===== config.mk =====
export PLATFORM = sky130hd
export DESIGN_NAME = risc_v_mike_mmio_timer_flat
export DESIGN_NICKNAME = d
export VERILOG_FILES = /design/src/rtl/risc_v_mike_mmio_timer_if.sv /design/src/rtl/risc_v_mike_mmio_timer.sv /design/src/flat_wrapper.sv
export SDC_FILE = /design/constraint.sdc
export NUM_CORES = 1
export LEC_CHECK = 0
export CORE_MARGIN = 4
export CORE_UTILIZATION = 25
export DETAILED_ROUTE_END_ITERATION = 10
export DONT_BUFFER_PORTS = 1
export PLACE_DENSITY = 0.37
export SYNTH_ARGS = -nofsm -noshare
export SYNTH_HDL_FRONTEND = slang
export SYNTH_SLANG_ARGS = --single-unit

===== constraint.sdc =====
create_clock -name clk -period 2.71 [get_ports clk]
set_input_delay 0.542 -clock clk [delete_from_list [all_inputs] [get_ports clk]]
set_output_delay 0.542 -clock clk [all_outputs]
set_load 0.02 [all_outputs]

===== src/rtl/risc_v_mike_mmio_timer_if.sv =====
// MMIO bus between the memory controller (master) and the timer (slave).
interface risc_v_mike_mmio_timer_if;
    logic [31:0] data_mmio_addr;
    logic        data_mmio_sel;
    logic        data_mmio_wr_addr_val;
    logic [31:0] data_mmio_wr_data;
    logic [31:0] data_mmio_rd_data;

    modport master (
        output data_mmio_addr,
        output data_mmio_sel,
        output data_mmio_wr_addr_val,
        output data_mmio_wr_data,
        input  data_mmio_rd_data
    );

    modport slave (
        input  data_mmio_addr,
        input  data_mmio_sel,
        input  data_mmio_wr_addr_val,
        input  data_mmio_wr_data,
        output data_mmio_rd_data
    );
endinterface


===== src/rtl/risc_v_mike_mmio_timer.sv =====
// MMIO timer: prescaler, 32-bit up-counter, compare with sticky MATCH and auto-reload.
// Define MIKE_TIMER_IRQ_EN to add CTRL.IRQ_EN and the timer_irq output.
module risc_v_mike_mmio_timer #(
    parameter int unsigned PRESCALE_W  = 16,
    parameter logic [31:0] COMPARE_RST = 32'hFFFF_FFFF
) (
    input  logic clk,
    input  logic rst,
    risc_v_mike_mmio_timer_if.slave bus
`ifdef MIKE_TIMER_IRQ_EN
    ,
    output logic timer_irq
`endif
);
    localparam int unsigned DATA_W = 32;
`ifdef MIKE_TIMER_IRQ_EN
    localparam int unsigned CTRL_W = 3;
`else
    localparam int unsigned CTRL_W = 2;
`endif
    localparam int unsigned CTRL_EN = 0;
    localparam int unsigned CTRL_AR = 1;

    localparam logic [2:0] OFF_CTRL     = 3'd0;
    localparam logic [2:0] OFF_PRESCALE = 3'd1;
    localparam logic [2:0] OFF_COUNT    = 3'd2;
    localparam logic [2:0] OFF_COMPARE  = 3'd3;
    localparam logic [2:0] OFF_STATUS   = 3'd4;

    logic [CTRL_W-1:0]     ctrl_q, ctrl_d;
    logic [PRESCALE_W-1:0] prescale_q, prescale_d;
    logic [PRESCALE_W-1:0] pcnt_q, pcnt_d;
    logic [DATA_W-1:0]     count_q, count_d;
    logic [DATA_W-1:0]     compare_q, compare_d;
    logic                  match_q, match_d;

    logic [2:0]        off_c;
    logic              wr_c;
    logic [DATA_W-1:0] wdata_c;
    logic              tick_c;
    logic              hit_c;
    logic              unused_addr_bits;

    assign off_c   = bus.data_mmio_addr[4:2];
    assign wr_c    = bus.data_mmio_wr_addr_val;
    assign wdata_c = bus.data_mmio_wr_data;
    assign unused_addr_bits = ^{bus.data_mmio_addr[31:5], bus.data_mmio_addr[1:0]};

    // Counting first, then bus writes override (COUNT write beats a tick),
    // then a match sets MATCH after any W1C so set wins.
    always_comb begin
        ctrl_d     = ctrl_q;
        prescale_d = prescale_q;
        pcnt_d     = pcnt_q;
        count_d    = count_q;
        compare_d  = compare_q;
        match_d    = match_q;

        tick_c = ctrl_q[CTRL_EN] && (pcnt_q == prescale_q);
        hit_c  = tick_c && (count_q == compare_q);

        if (ctrl_q[CTRL_EN]) begin
            pcnt_d = tick_c ? '0 : pcnt_q + PRESCALE_W'(1);
        end

        if (tick_c) begin
            count_d = (hit_c && ctrl_q[CTRL_AR]) ? '0 : count_q + DATA_W'(1);
        end

        if (wr_c) begin
            unique case (off_c)
                OFF_CTRL:     ctrl_d = wdata_c[CTRL_W-1:0];
                OFF_PRESCALE: begin
                    prescale_d = wdata_c[PRESCALE_W-1:0];
                    pcnt_d     = '0;
                end
                OFF_COUNT:    count_d   = wdata_c;
                OFF_COMPARE:  compare_d = wdata_c;
                OFF_STATUS:   if (wdata_c[0]) match_d = 1'b0;
                default:      ;
            endcase
        end

        if (hit_c) begin
            match_d = 1'b1;
        end
    end

    always_ff @(posedge clk or negedge rst) begin
        if (!rst) begin
            ctrl_q     <= '0;
            prescale_q <= '0;
            pcnt_q     <= '0;
            count_q    <= '0;
            compare_q  <= COMPARE_RST;
            match_q    <= 1'b0;
        end else begin
            ctrl_q     <= ctrl_d;
            prescale_q <= prescale_d;
            pcnt_q     <= pcnt_d;
            count_q    <= count_d;
            compare_q  <= compare_d;
            match_q    <= match_d;
        end
    end

`ifdef MIKE_TIMER_IRQ_EN
    // Registered from the next-state values so it rises on the matching edge.
    logic irq_q, irq_d;

    always_comb begin
        irq_d = match_d & ctrl_d[2];
    end

    always_ff @(posedge clk or negedge rst) begin
        if (!rst) begin
            irq_q <= 1'b0;
        end else begin
            irq_q <= irq_d;
        end
    end

    assign timer_irq = irq_q;
`endif

    // Combinational read mux; reserved offsets and deselect read zero.
    always_comb begin
        bus.data_mmio_rd_data = '0;
        if (bus.data_mmio_sel) begin
            unique case (off_c)
                OFF_CTRL:     bus.data_mmio_rd_data = DATA_W'(ctrl_q);
                OFF_PRESCALE: bus.data_mmio_rd_data = DATA_W'(prescale_q);
                OFF_COUNT:    bus.data_mmio_rd_data = count_q;
                OFF_COMPARE:  bus.data_mmio_rd_data = compare_q;
                OFF_STATUS:   bus.data_mmio_rd_data = DATA_W'(match_q);
                default:      bus.data_mmio_rd_data = '0;
            endcase
        end
    end
endmodule


===== src/flat_wrapper.sv =====
// flat-port wrapper written by rule: the top's interface ports become plain ports
module risc_v_mike_mmio_timer_flat 
#(
    parameter int unsigned PRESCALE_W  = 16,
    parameter logic [31:0] COMPARE_RST = 32'hFFFF_FFFF
)
  (clk, rst, bus_data_mmio_addr, bus_data_mmio_sel, bus_data_mmio_wr_addr_val, bus_data_mmio_wr_data, bus_data_mmio_rd_data);
  risc_v_mike_mmio_timer_if bus_i ();
  input  logic clk;
  input  logic rst;
  input wire logic [$bits(bus_i.data_mmio_addr)-1:0] bus_data_mmio_addr;
  input wire logic [$bits(bus_i.data_mmio_sel)-1:0] bus_data_mmio_sel;
  input wire logic [$bits(bus_i.data_mmio_wr_addr_val)-1:0] bus_data_mmio_wr_addr_val;
  input wire logic [$bits(bus_i.data_mmio_wr_data)-1:0] bus_data_mmio_wr_data;
  output wire logic [$bits(bus_i.data_mmio_rd_data)-1:0] bus_data_mmio_rd_data;
  assign bus_i.data_mmio_addr = bus_data_mmio_addr;
  assign bus_i.data_mmio_sel = bus_data_mmio_sel;
  assign bus_i.data_mmio_wr_addr_val = bus_data_mmio_wr_addr_val;
  assign bus_i.data_mmio_wr_data = bus_data_mmio_wr_data;
  assign bus_data_mmio_rd_data = bus_i.data_mmio_rd_data;
  risc_v_mike_mmio_timer #(.PRESCALE_W(PRESCALE_W), .COMPARE_RST(COMPARE_RST)) u_core (.clk(clk), .rst(rst), .bus(bus_i));
endmodule

==> qor.yml <==
status: "complete, no violations"
grt_pass1_wl_um: 31400
path_clk_slew_ns: 0.07
post_synth_num_cell_types: 50
postRouteAntennaNets: 0
synth_seq_cells: 99
min_path_type: "in -> async"
initial_utilization_pct: 25.5
grt_usage_pct: 14.5
cts_buffer_depth: 2
cts_tree: "built"
worstSetupEndpointType: "register"
post_dp_cell_area_mm2: 0.00699
die_h_um: 166
syn_area_mm2: 0.00621
numPortBuffers: 0
cts_hold_buffers: 1
cts_setup_buffers: 0
h-tree-depth: 3
total_leakage_power_nw: 2.88
vias_per_cell: 4.88
diodes: 0
cp.required_ns: 2.94
coreArea_mm2: 0.0244
yosys_warnings: 0
final_nets: 738
synth_fp_nets: 694
synth_edf_count: 0
syn_area_per_cell_um2: 9.96
yosysSeqAreaShare_pct: 40.5
internal_power_w: 0.00328
relSlewSlack_pct: 53.1
synth_ff_type: "dfrtp_1"
setup_slack_ns: 0.207
power_frac_clock_pct: 28.0
setup-violations-final: 0
crit_arrival_ns: 2.73
p_per_area_mw_per_mm2: 665
pre_cts_slack_ns: 0.202
swShare_pct: 32.6
cts_made_buffers: 9
clock.fmax_mhz: 400
routed_wl_um: 19800
fin_area_mm2: 0.00732
clk-insertion-delay-late_ns: 0.35
ys_async_sr_fraction_pct: 100
cp_max_fo: 9
ioPinCount: 100
drc: 0
vias: 4862
clkSinkCount: 99
antenna_found_initial: 0
fin_crit_ns: 2.50
power_frac_comb_pct: 27.3
grt_overflow_total: 0
p_sw_w: 0.00159
routedWlPerCell_um: 19.9
ir_drop_v: 0.000262
root_buffer: "clkbuf_16"
place_congestion: 0.811
cts_resized: 0
report.final.slew_viol_count: 0
final_common_cell: "nor2_1"
dr.pass1.iters: 5
drt_iter0_drc: 282
grt_pass1_vias: 5166
die_x_um: 166
period_share_pct: 92.4
design.die.area_mm2: 0.0274
final_cell_mix: "nor2_1 (77), buf_4 (72), dfrtp_1 (67)"
syn_inst: 624
rsz0062_at_grt: "false"
core.rowCount: 57
crit_type: "reg -> reg"
final_layout_size_suffix_gt1_share_pct: 32.2
dp_hpwl_um: 14500
tns_ns: 0
drv_cap: 0
worstMarginPinSlew_ns: 0.703
start_kind: "register"
hold_viol_final: 0
seq_power_share_pct: 44.7
finalClockSkew_ns: 0.00365
syn_to_final_growth_pct: 17.8
fin_hold_ws_ns: 0.0332
grt_max_degree: 68
## critical path, cell delays in order, from the launching register on
cell	delay (ns)
dfstp_2	0.55
xnor2_1	0.12
buf_4	0.15
nand4_2	0.15
nor4_4	0.54
buf_4	0.21
nand3_2	0.14
buf_4	0.24
a22oi_1	0.17
a31oi_1	0.11
## through the flow
| stage | std cells | utilization [%] | total power [W] |
|---|---|---|---|
| after floorplan | 624 | - | 0.00308 |
| after global placement | 980 | 28.6 | 0.00350 |
| after detailed placement | 980 | 28.6 | 0.00351 |
| after CTS | 997 | 30.0 | 0.00494 |
| after global routing | 997 | 30.0 | 0.00514 |
| final | 997 | 30.0 | 0.00487 |
## cells by family after synthesis
logic type,share of synthesized area [%]
buffers and inverters,3.93
muxes,14.7
and+or+nand+nor,20.2
adders and majority gates,0.403
DFF,40.5
xor gates and xnor gates,11.4
AOI/OAI and AO/OA,8.94
## Yosys cell counts, types with 2 or more instances
cell	instances	area share, %
nor4_2	3	0.60
nor2b_1	3	0.30
nand2b_1	4	0.40
mux2_2	63	11
nor4_1	13	1.3
a22oi_1	17	2.1
a21oi_1	8	0.64
inv_1	7	0.42
o31ai_1	4	0.48
a2bb2oi_1	2	0.28
nor3_1	9	0.72
buf_1	5	0.30
dfrtp_1	67	27
nor4_4	3	1.0
buf_4	4	0.48
or2_2	2	0.20
mux2i_1	16	2.6
xnor2_2	3	0.79
clkbuf_1	22	1.3
o21ai_2	9	1.3
xnor2_1	54	7.6
nand4_1	19	1.9
ha_1	2	0.40
nand4_2	3	0.60
nor2_1	77	4.7
nand3b_1	5	0.60
nand2_1	44	2.7
nand3_1	25	2.0
o21ai_0	16	1.3
or3_1	2	0.20
and4_1	3	0.42
dfstp_2	32	14
and2_1	5	0.50
xor2_1	21	3.0
a31oi_1	19	1.9
nand4b_1	6	0.85
buf_2	6	0.48
buf_6	5	0.91
and3_1	4	0.40
mux4_2	2	0.72
## worst paths after layout
check	startpoint	slack, ns	cells after the start	endpoint
min in group clk	bus_data_mmio_wr_data[1]	0.30	2	u_core.ctrl_q[1]
setup / recovery	u_core.compare_q[23]	0.21	9	u_core.count_q[10]
hold reg to reg	u_core.match_q	0.53	2	u_core.match_q
max in group asynchronous	rst	2.32	1	u_core.pcnt_q[2]
setup reg to reg	u_core.compare_q[23]	0.21	9	u_core.count_q[10]
hold / removal	rst	0.03	0	u_core.compare_q[21]
## area by class of cell
| class | count | area (um2) |
|---|---|---|
| Fill cell | 2589 | 17100 |
| Multi-Input combinational cell | 476 | 3460 |
| Sequential cell | 99 | 2520 |
| Timing Repair Buffer | 75 | 608 |
| Tap cell | 324 | 405 |
| Clock buffer | 12 | 256 |
| Clock inverter | 4 | 50.0 |
| Inverter | 7 | 26.3 |
## power by group through the flow
stage	Combinational, W	Clock (W)	Sequential, W
5_1_grt	0.00146	0.00146	0.00223
3_5_place_dp	0.00131	0	0.00221
4_1_cts	0.00135	0.00141	0.00218
3_3_place_gp	0.00130	0	0.00219
6_report	0.00133	0.00136	0.00218
2_1_floorplan	0.000997	0	0.00208
## registers in the layout (all words and copies together) (netlist names)
name / cells
u_core.match_q: 1
u_core.prescale_q: 16
u_core.count_q: 32
u_core.ctrl_q: 2
u_core.pcnt_q: 16
u_core.compare_q: 32
## layer usage
metal  global-route usage [%]  routed length (um)  vias to the layer above
met2                     23.2                9280                      104
met5                        0                   0                        -
li1                         -                   -                     2318
met4                     4.73                 401                        0
met3                     2.81                 913                       20
met1                     19.8                9210                     2420
Note: power is estimated with default switching activity, not from simulation.
